File: config.mk
export PLATFORM = sky130hd
export DESIGN_NAME = uart_frame_rx
export DESIGN_NICKNAME = d
export VERILOG_FILES = /design/src/rtl/uart_frame_rx_pkg.sv /design/src/rtl/uart_frame_rx_uart.sv /design/src/rtl/uart_frame_rx.sv
export SDC_FILE = /design/constraint.sdc
export NUM_CORES = 1
export LEC_CHECK = 0
export ABC_AREA = 1
export CAP_MARGIN = 20
export CORE_MARGIN = 2
export CORE_UTILIZATION = 52
export CTS_CLUSTER_SIZE = 28
export DETAILED_ROUTE_END_ITERATION = 8
export GPL_TIMING_DRIVEN = 0
export PLACE_DENSITY_LB_ADDON = 0.1
export SYNTH_ARGS = -nofsm -noshare
export SYNTH_HDL_FRONTEND = slang
export SYNTH_SLANG_ARGS = --single-unit
export TNS_END_PERCENT = 1
File: constraint.sdc
create_clock -name clk -period 1.91 [get_ports clk]
set_clock_uncertainty 0.1 [all_clocks]
set_input_delay 0.191 -clock clk [delete_from_list [all_inputs] [get_ports clk]]
set_output_delay 0.191 -clock clk [all_outputs]
set_load 0.02 [all_outputs]
File: src/rtl/uart_frame_rx_pkg.sv
// Shared definitions for the fixed-length UART frame link (rx and tx framers).
// Latency: n/a (types and constants only).
// Backpressure: n/a.
package uart_frame_rx_pkg;

    typedef enum logic [1:0] {
        ST_IDLE    = 2'd0,
        ST_COLLECT = 2'd1,
        ST_TERM    = 2'd2,
        ST_RESYNC  = 2'd3
    } frame_state_t;

    typedef enum logic [1:0] {
        RX_IDLE  = 2'd0,
        RX_START = 2'd1,
        RX_DATA  = 2'd2,
        RX_STOP  = 2'd3
    } rx_state_t;

    localparam logic [1:0] ERR_NONE    = 2'b00;
    localparam logic [1:0] ERR_SHORT   = 2'b01;
    localparam logic [1:0] ERR_LONG    = 2'b10;
    localparam logic [1:0] ERR_TIMEOUT = 2'b11;

    localparam logic [7:0] DEFAULT_TERMINATOR   = 8'h0A;
    // 100 MHz / 9600 baud
    localparam int         DEFAULT_CLKS_PER_BIT = 10417;

endpackage

File: src/rtl/uart_frame_rx_uart.sv
// 8N1 UART byte receiver with a 2-flop input synchroniser and mid-bit sampling.
// Latency: data_vld pulses for one clk, shortly after the middle of the stop bit.
// Backpressure: none; bytes with a low stop bit are dropped silently.
module uart_frame_rx_uart
    import uart_frame_rx_pkg::*;
#(
    parameter int CLKS_PER_BIT = DEFAULT_CLKS_PER_BIT
) (
    input  logic       clk,
    input  logic       reset,
    input  logic       rx,
    output logic [7:0] data_out,
    output logic       data_vld
);

    localparam int             CW   = $clog2(CLKS_PER_BIT + 1);
    localparam logic [CW-1:0] HALF = CW'((CLKS_PER_BIT - 1) / 2);
    localparam logic [CW-1:0] LAST = CW'(CLKS_PER_BIT - 1);

    rx_state_t     state_q, state_d;
    logic [CW-1:0] cnt_q, cnt_d;
    logic [2:0]    bit_q, bit_d;
    logic [7:0]    shreg_q, shreg_d;
    logic [7:0]    data_q, data_d;
    logic          vld_q, vld_d;
    logic          rx_meta_q, rx_meta_d;
    logic          rx_sync_q, rx_sync_d;

    always_comb begin
        state_d   = state_q;
        cnt_d     = cnt_q;
        bit_d     = bit_q;
        shreg_d   = shreg_q;
        data_d    = data_q;
        vld_d     = 1'b0;
        rx_meta_d = rx;
        rx_sync_d = rx_meta_q;
        case (state_q)
            RX_IDLE: begin
                // The detection cycle counts as the first cycle of the start bit.
                if (!rx_sync_q) begin
                    state_d = RX_START;
                    cnt_d   = CW'(1);
                end
            end
            RX_START: begin
                if (cnt_q >= HALF) begin
                    if (!rx_sync_q) begin
                        state_d = RX_DATA;
                        cnt_d   = '0;
                        bit_d   = '0;
                    end else begin
                        state_d = RX_IDLE;
                    end
                end else begin
                    cnt_d = cnt_q + CW'(1);
                end
            end
            RX_DATA: begin
                if (cnt_q == LAST) begin
                    cnt_d   = '0;
                    shreg_d = {rx_sync_q, shreg_q[7:1]};
                    bit_d   = bit_q + 3'd1;
                    if (bit_q == 3'd7) begin
                        state_d = RX_STOP;
                    end
                end else begin
                    cnt_d = cnt_q + CW'(1);
                end
            end
            RX_STOP: begin
                if (cnt_q == LAST) begin
                    if (rx_sync_q) begin
                        vld_d  = 1'b1;
                        data_d = shreg_q;
                    end
                    state_d = RX_IDLE;
                end else begin
                    cnt_d = cnt_q + CW'(1);
                end
            end
            default: state_d = RX_IDLE;
        endcase
    end

    always_ff @(posedge clk) begin
        if (reset) begin
            state_q   <= RX_IDLE;
            cnt_q     <= '0;
            bit_q     <= '0;
            shreg_q   <= '0;
            data_q    <= '0;
            vld_q     <= 1'b0;
            rx_meta_q <= 1'b1;
            rx_sync_q <= 1'b1;
        end else begin
            state_q   <= state_d;
            cnt_q     <= cnt_d;
            bit_q     <= bit_d;
            shreg_q   <= shreg_d;
            data_q    <= data_d;
            vld_q     <= vld_d;
            rx_meta_q <= rx_meta_d;
            rx_sync_q <= rx_sync_d;
        end
    end

    assign data_out = data_q;
    assign data_vld = vld_q;

endmodule

File: src/rtl/uart_frame_rx.sv
// Fixed-length UART frame receiver: NUM_BYTES payload bytes then TERMINATOR, validated and flattened.
// Latency: frame_valid / frame_err assert one clk after the deciding byte strobe.
// Backpressure: none; bad frames are discarded with a single error pulse.
module uart_frame_rx
    import uart_frame_rx_pkg::*;
#(
    parameter int         NUM_BYTES      = 7,
    parameter logic [7:0] TERMINATOR     = DEFAULT_TERMINATOR,
    parameter int         TIMEOUT_CYCLES = 2_000_000,
    parameter int         CLKS_PER_BIT   = DEFAULT_CLKS_PER_BIT
) (
    input  logic                   clk,
    input  logic                   reset,
    input  logic                   rx,
    output logic [8*NUM_BYTES-1:0] frame_data,
    output logic                   frame_valid,
    output logic                   frame_err,
    output logic [1:0]             err_code,
    output logic [7:0]             frame_count,
    output logic                   busy
);

    localparam int IW = $clog2(NUM_BYTES + 1);
    localparam int TW = $clog2(TIMEOUT_CYCLES + 1);

    logic [7:0] byte_dat;
    logic       byte_vld;

    uart_frame_rx_uart #(
        .CLKS_PER_BIT (CLKS_PER_BIT)
    ) u_uart_rx (
        .clk      (clk),
        .reset    (reset),
        .rx       (rx),
        .data_out (byte_dat),
        .data_vld (byte_vld)
    );

    frame_state_t           state_q, state_d;
    logic [IW-1:0]          idx_q, idx_d;
    logic [TW-1:0]          timer_q, timer_d;
    logic [8*NUM_BYTES-1:0] asm_q, asm_d;
    logic [8*NUM_BYTES-1:0] frame_data_q, frame_data_d;
    logic                   frame_valid_q, frame_valid_d;
    logic                   frame_err_q, frame_err_d;
    logic [1:0]             err_code_q, err_code_d;
    logic [7:0]             frame_count_q, frame_count_d;

    logic is_term;
    logic expired;

    assign is_term = (byte_dat == TERMINATOR);
    assign expired = (timer_q == '0);

    always_comb begin
        state_d       = state_q;
        idx_d         = idx_q;
        timer_d       = timer_q;
        asm_d         = asm_q;
        frame_data_d  = frame_data_q;
        frame_valid_d = 1'b0;
        frame_err_d   = 1'b0;
        err_code_d    = err_code_q;
        frame_count_d = frame_count_q;
        case (state_q)
            ST_IDLE: begin
                if (byte_vld && !is_term) begin
                    asm_d[7:0] = byte_dat;
                    idx_d      = IW'(1);
                    timer_d    = TW'(TIMEOUT_CYCLES);
                    state_d    = (NUM_BYTES == 1) ? ST_TERM : ST_COLLECT;
                end
            end
            ST_COLLECT: begin
                if (byte_vld) begin
                    timer_d = TW'(TIMEOUT_CYCLES);
                    if (is_term) begin
                        err_code_d  = ERR_SHORT;
                        frame_err_d = 1'b1;
                        state_d     = ST_IDLE;
                    end else begin
                        for (int k = 0; k < NUM_BYTES; k++) begin
                            if (idx_q == IW'(k)) begin
                                asm_d[8*k +: 8] = byte_dat;
                            end
                        end
                        idx_d = idx_q + IW'(1);
                        if (idx_q == IW'(NUM_BYTES - 1)) begin
                            state_d = ST_TERM;
                        end
                    end
                end else if (expired) begin
                    err_code_d  = ERR_TIMEOUT;
                    frame_err_d = 1'b1;
                    state_d     = ST_IDLE;
                end else begin
                    timer_d = timer_q - TW'(1);
                end
            end
            ST_TERM: begin
                if (byte_vld) begin
                    timer_d = TW'(TIMEOUT_CYCLES);
                    if (is_term) begin
                        frame_data_d  = asm_q;
                        frame_valid_d = 1'b1;
                        frame_count_d = frame_count_q + 8'd1;
                        state_d       = ST_IDLE;
                    end else begin
                        err_code_d  = ERR_LONG;
                        frame_err_d = 1'b1;
                        state_d     = ST_RESYNC;
                    end
                end else if (expired) begin
                    err_code_d  = ERR_TIMEOUT;
                    frame_err_d = 1'b1;
                    state_d     = ST_IDLE;
                end else begin
                    timer_d = timer_q - TW'(1);
                end
            end
            ST_RESYNC: begin
                // The overlong frame was already reported; leaving here is silent.
                if (byte_vld) begin
                    timer_d = TW'(TIMEOUT_CYCLES);
                    if (is_term) begin
                        state_d = ST_IDLE;
                    end
                end else if (expired) begin
                    state_d = ST_IDLE;
                end else begin
                    timer_d = timer_q - TW'(1);
                end
            end
            default: state_d = ST_IDLE;
        endcase
    end

    always_ff @(posedge clk) begin
        if (reset) begin
            state_q       <= ST_IDLE;
            idx_q         <= '0;
            timer_q       <= '0;
            asm_q         <= '0;
            frame_data_q  <= '0;
            frame_valid_q <= 1'b0;
            frame_err_q   <= 1'b0;
            err_code_q    <= ERR_NONE;
            frame_count_q <= '0;
        end else begin
            state_q       <= state_d;
            idx_q         <= idx_d;
            timer_q       <= timer_d;
            asm_q         <= asm_d;
            frame_data_q  <= frame_data_d;
            frame_valid_q <= frame_valid_d;
            frame_err_q   <= frame_err_d;
            err_code_q    <= err_code_d;
            frame_count_q <= frame_count_d;
        end
    end

    assign frame_data  = frame_data_q;
    assign frame_valid = frame_valid_q;
    assign frame_err   = frame_err_q;
    assign err_code    = err_code_q;
    assign frame_count = frame_count_q;
    assign busy        = (state_q != ST_IDLE);

endmodule

Yosys cells after proc, flatten, opt, wreduce, memory -nomap -nowiden
Cells that the tools add are included.
{ "totals": {"output_inout_bits": 69, "in_bits": 3, "regBits": 188} }
{ "classes": {"addsub": 5, "n_reduce_logical": 30, "mux": 53, "n_lt_le_gt_ge": 1, "bitwise": 5, "n_eq_ne": 32} }
{ "ops": {"columns": ["cell", "count"], "rows": [
  ["two-way mux 14 bit", 5],
  ["two-way mux 21 bit", 3],
  ["one-hot mux 14 bit (4 select lines)", 1],
  ["one-hot mux 21 bit (2 select lines)", 1],
  ["two-way mux 2 bit", 20],
  ["two-way mux 8 bit", 4],
  ["AND reduction 4 bit", 8],
  ["logical NOT 21 bit", 1],
  ["subtractor 21 x 1 -> 21 bit (second input constant)", 1],
  ["two-way mux 3 bit", 6],
  ["one-hot mux 2 bit (4 select lines)", 2],
  ["one-hot mux 8 bit (2 select lines)", 1],
  ["AND reduction 3 bit", 5],
  ["adder 14 x 1 -> 14 bit (second input constant)", 1],
  ["equality test 14 bit (second input constant)", 1],
  ["greater-or-equal comparator 14 x 13 -> 1 bit (second input constant)", 1],
  ["equality test 3 bit (second input constant)", 4],
  ["!= test 2 bit (second input constant)", 6],
  ["!= test 3 bit (second input constant)", 4],
  ["one-hot mux 3 bit (2 select lines)", 2],
  ["!= test 2 x 1 -> 1 bit (second input constant)", 5],
  ["AND reduction 5 bit", 2],
  ["OR reduction 3 bit", 3],
  ["adder 8 x 1 -> 8 bit (second input constant)", 1],
  ["18 further kinds", 38]
]} }

Depth between registers and ports, before layout
{ "logic_depth": {"ltp_word": 5, "mapped_depth": 12} }

Modules after synthesis
Synthesis repeated with hierarchy kept, for this count alone.
{ "unflattened": {"hier_cells": 1122, "hier_area_um2": 8289.2} }
{ "modules_own_cells": {"columns": ["mod", "instances", "cells_each", "area_per_inst_um2"], "rows": [
  ["uart_frame_rx", 1, 814, 6169.7],
  ["uart_frame_rx_uart", 1, 308, 2119.5]
]} }

Worst setup path after synthesis
OpenSTA, ideal clock, no wires.
{ "synth_timing": {"kind": "register -> register", "startpoint": "register timer_q[0]", "endpoint": "register timer_q[4]", "arrival_ns": 1.560, "path_stages_with_launch": 11, "setup_slack_ns": 0.131, "required_ns": 1.691, "path_buffers": 1, "path_cell_list": "dfxtp_1 -> inv_1 -> ha_1 -> nand3_1 -> nor2_1 -> nand4_1 -> nand2_4 -> buf_8 -> nor2_2 -> o21ai_2 -> nor2_1"} }
{ "synth_via": {"elab_chain_cells": 4, "word_cells_on_any_way": 7, "classes_between": "add/sub (1); eq/ne (1); mux (3); reduce/logical (2)"} }
{ "synth_rtl": {"columns": ["item", "line", "source"], "rows": [
  ["from (decl)", "uart_frame_rx.sv:41", "logic [TW-1:0] timer_q, timer_d;"],
  ["from (signal assigned)", "uart_frame_rx.sv:152", "timer_q <= timer_d;"],
  ["subtractor 21 x 1 -> 21 bit", "uart_frame_rx.sv:97, uart_frame_rx.sv:118, uart_frame_rx.sv:131", null],
  ["two-way mux 21 bit", "uart_frame_rx.sv:92, uart_frame_rx.sv:113, uart_frame_rx.sv:128", null],
  ["two-way mux 21 bit", "uart_frame_rx.sv:75", "if (byte_vld) begin"],
  ["one-hot mux 21 bit (2 select lines)", "uart_frame_rx.sv:65", "case (state_q)"]
]} }
Parallel ways exist; a longest one is shown, timed or not. The select of a mux whose other input is x is not followed.
A chain may end at the register's enable or synchronous reset.

Final worst setup path
{ "layout_timing": {"startpoint": "register u_uart_rx.data_q[2] (netlist: u_uart_rx.data_out[2])", "endpoint": "register frame_count_q[4] (netlist: frame_count[4])"} }
{ "layout_via": {"elab_chain_cells": 2} }
{ "layout_rtl": {"columns": ["item", "line", "source"], "rows": [
  ["from (decl)", "uart_frame_rx_uart.sv:24", "logic [7:0] data_q, data_d;"],
  ["from (signal assigned)", "uart_frame_rx_uart.sv:101", "data_q <= data_d;"],
  ["equality test 8 x 4 -> 1 bit", "uart_frame_rx.sv:52", "assign is_term = (byte_dat == TERMINATOR);"],
  ["AND reduction 3 bit (no line)", null, null],
  ["to (signal assigned)", "uart_frame_rx.sv:158", "frame_count_q <= frame_count_d;"],
  ["to (decl)", "uart_frame_rx.sv:47", "logic [7:0] frame_count_q, frame_count_d;"]
]} }
Every way passes these cells.

==> impl_metrics.ini <==
[placement]
place_hpwl_um = 14350
place_congestion = 0.8964
portBuffers = 70
place_ws_ns = -0.2024
dp.cells = 1414

[power_and_ir_drop]
combPwrFrac_pct = 31.8
swShare_pct = 35.11
seq_power_share_pct = 36.8
leakagePower_nw = 4.005
power_mw = 11.59
p_per_area_mw_per_mm2 = 1120
pwr-share-clk_pct = 31.4
internal_power_mw = 7.523
peakVddDrop_uv = 1482
p_sw_mw = 4.071

[clock_tree]
root_buffer = clkbuf_16
clk_latency_ns = 0.43
clk_pin_slew_ns = 0.07
ctsHtreeMaxLevel = 4
cts_hold_buf = 0
cts_buffer_depth = 2
cts_tree = yes
clock-sinks = 188
numCtsBuffers = 17

[grt]
track_usage_pct = 23.50
grt_remaining_overflow = 0
grt_pass1_wl_um = 33640
grt_max_degree = 17
antenna_found_initial = 0
grt_pass1_vias = 6823

[cells_and_area]
stdcell_count = 1456
syn2layout_area_growth_pct = 21.83
nFillCells = 1428
antenna_cells = 0
drive_gt1_share_pct = 15.16
nNetsFinal = 1246
post-route-util_pct = 64.91

[setup_path]
end_kind = flip-flop
cp_max_fo = 10
critPathLaunchType = flip-flop
cp.required_ns = 2.14
path_class = reg -> reg
cp.arrival_ns = 2.08

[detailed_routing]
wl_per_cell_um = 14.19
drtIter0Drc = 415
vias = 7560
drc = 0
firstDrtPassIters = 5
vias_per_cell = 5.192
routed_wirelength_um = 20660
drtAntennaViolNets = 0

[floorplanning]
die_x_um = 131.8
io_pins = 72
die_h_um = 131.8
rows = 46
floorplan.initialDensity_pct = 53.28
core-area_mm2 = 0.01594
dieArea_mm2 = 0.01737

[yosys]
postSynthCellCount = 1128
synth_nets = 1146
synth-seq-cells = 188
yosysTopAreaCell = dfxtp_1
async_reset_ff_share_pct = 0
post-synth-top-count-cell = nand2_1
synth_area_per_cell_um2 = 7.530
synth_cell_types = 46
synthTopCellsByCount = nand2_1 (197), dfxtp_1 (188), a21oi_1 (148), inv_1 (123), o21ai_0 (106)
synth_edf_count = 0
synth-main-ff-cell = dfxtp_1
yosysTopAreaCellShare_pct = 44.31
syn_area_mm2 = 0.008494
yosysWarnings = 0
synthTopCellsByArea = dfxtp_1 (44%), a21oi_1 (8.7%), nand2_1 (8.7%)
yosysSeqAreaShare_pct = 44.31

[sta]
max_freq_ghz = 0.5389
hold_ws_ns = 0.2144
period_minus_slack_ns = 1.856
drv_slew = 0
rsz0062_at_grt = yes
final_hold_viol_count = 0
finalCritPeriodShare_pct = 97.15
worst_pin_slew_ns = 0.7230
setup-violations-final = 0
relSlewSlack_pct = 51.80
setup_ws_ns = 0.05448

[outcome]
status = complete, no violations

[job]
maxCapViolCount = 0

[hold_path]
hold_class = in -> reg
## path summary, 6_finish.rpt
kind | depth (start not counted) | from | slack (ns) | endpoint
setup / recovery | 11 | u_uart_rx.data_out[2] | 0.05 | frame_count[4]
hold / removal | 2 | rx | 0.21 | u_uart_rx.rx_meta_q
setup reg to reg | 11 | u_uart_rx.data_out[2] | 0.05 | frame_count[4]
hold reg to reg | 1 | u_uart_rx.rx_meta_q | 0.32 | u_uart_rx.rx_sync_q
## final cells by class
| type | count | area (µm²) | area share, % |
|---|---|---|---|
| inverter | 130 | 493.0 | 4.764 |
| buffer | 57 | 409.1 | 3.954 |
| timing repair buffer | 83 | 814.5 | 7.871 |
| tap | 216 | 270.3 | 2.612 |
| clock inverter | 13 | 165.2 | 1.596 |
| multi-input combinational | 751 | 3985 | 38.51 |
| sequential | 188 | 3772 | 36.45 |
| clock buffer | 18 | 439.2 | 4.244 |
## sequential cells by signal, summed over array words and instances (netlist names), 3 cells and up, named ones only
register and flops:
asm_q 56, frame_count 8, frame_data 56, idx_q 3, timer_q 21, u_uart_rx.bit_q 3
u_uart_rx.cnt_q 14, u_uart_rx.data_out 8, u_uart_rx.shreg_q 8
## critical path, stage by stage, from the launching register on
cell and delay, ns:
dfxtp_1 0.30, buf_4 0.19, nor2_2 0.12, nand2_2 0.10, nor2_4 0.11, nand2_2 0.08, nor2_4 0.23, buf_8 0.17
nand3_1 0.08, nand3b_1 0.16, nand2_1 0.07, nor2_1 0.04
## per-layer routing
| layer | wire length [µm] | track usage [%] |
|---|---|---|
| met1 | 9502 | 31.03 |
| met2 | 9907 | 39.41 |
| met3 | 809 | 3.345 |
| met4 | 442 | 8.514 |
| met5 | 0 | 0 |
## power by group through the flow
stage                     clock (mW)  sequential, mW  combinational [mW]
after detailed placement           0            4.34                3.39
final                           3.64            4.27                3.69
after CTS                       3.68            4.26                3.56
after global routing            3.85            4.29                4.22
after global placement             0            4.34                3.34
after floorplan                    0            4.32                2.73
## per-stage QoR
stage                     setup TNS, ns  area (µm²)
final                                 0       10350
after global routing            -0.7174       10350
after CTS                     -0.004656       10100
after detailed placement         -9.969        9465
after global placement           -10.43        9465
after floorplan                       0        8494
## logic make-up (layout without fill, tap and decap cells)
logic type	count (synthesis)	after routing	synth area share [%]
buffers and inverters	189	301	10.18
AND/OR/NAND/NOR	434	434	23.42
adder cells (fa/ha/maj)	15	15	2.209
AO/OA/AOI/OAI	296	296	19.27
XOR/XNOR	6	6	0.6188
flip-flops	188	188	44.31
## what timing repair did
action | 4_1_cts | 5_1_grt
pin swaps | 2 | 6
buffers inserted | 1 | 10
setup endpoints to repair | 107 | 140
cloned | 0 | 2
gates resized for setup | 14 | 50
## placed cells by master (no fill, tap or decap), types with 10 or more instances in the layout
| master | n |
|---|---|
| a21oi_1 | 148 |
| a21oi_2 | 12 |
| buf_2 | 13 |
| buf_4 | 13 |
| buf_6 | 18 |
| clkbuf_1 | 21 |
| clkbuf_16 | 18 |
| clkdlybuf4s50_1 | 69 |
| dfxtp_1 | 183 |
| ha_1 | 12 |
| inv_1 | 118 |
| inv_2 | 10 |
| nand2_1 | 192 |
| nand2_2 | 23 |
| nand3_1 | 58 |
| nand4_1 | 17 |
| nor2_1 | 93 |
| nor2_2 | 12 |
| o21ai_0 | 105 |
Power figures use the tool's default switching activity.
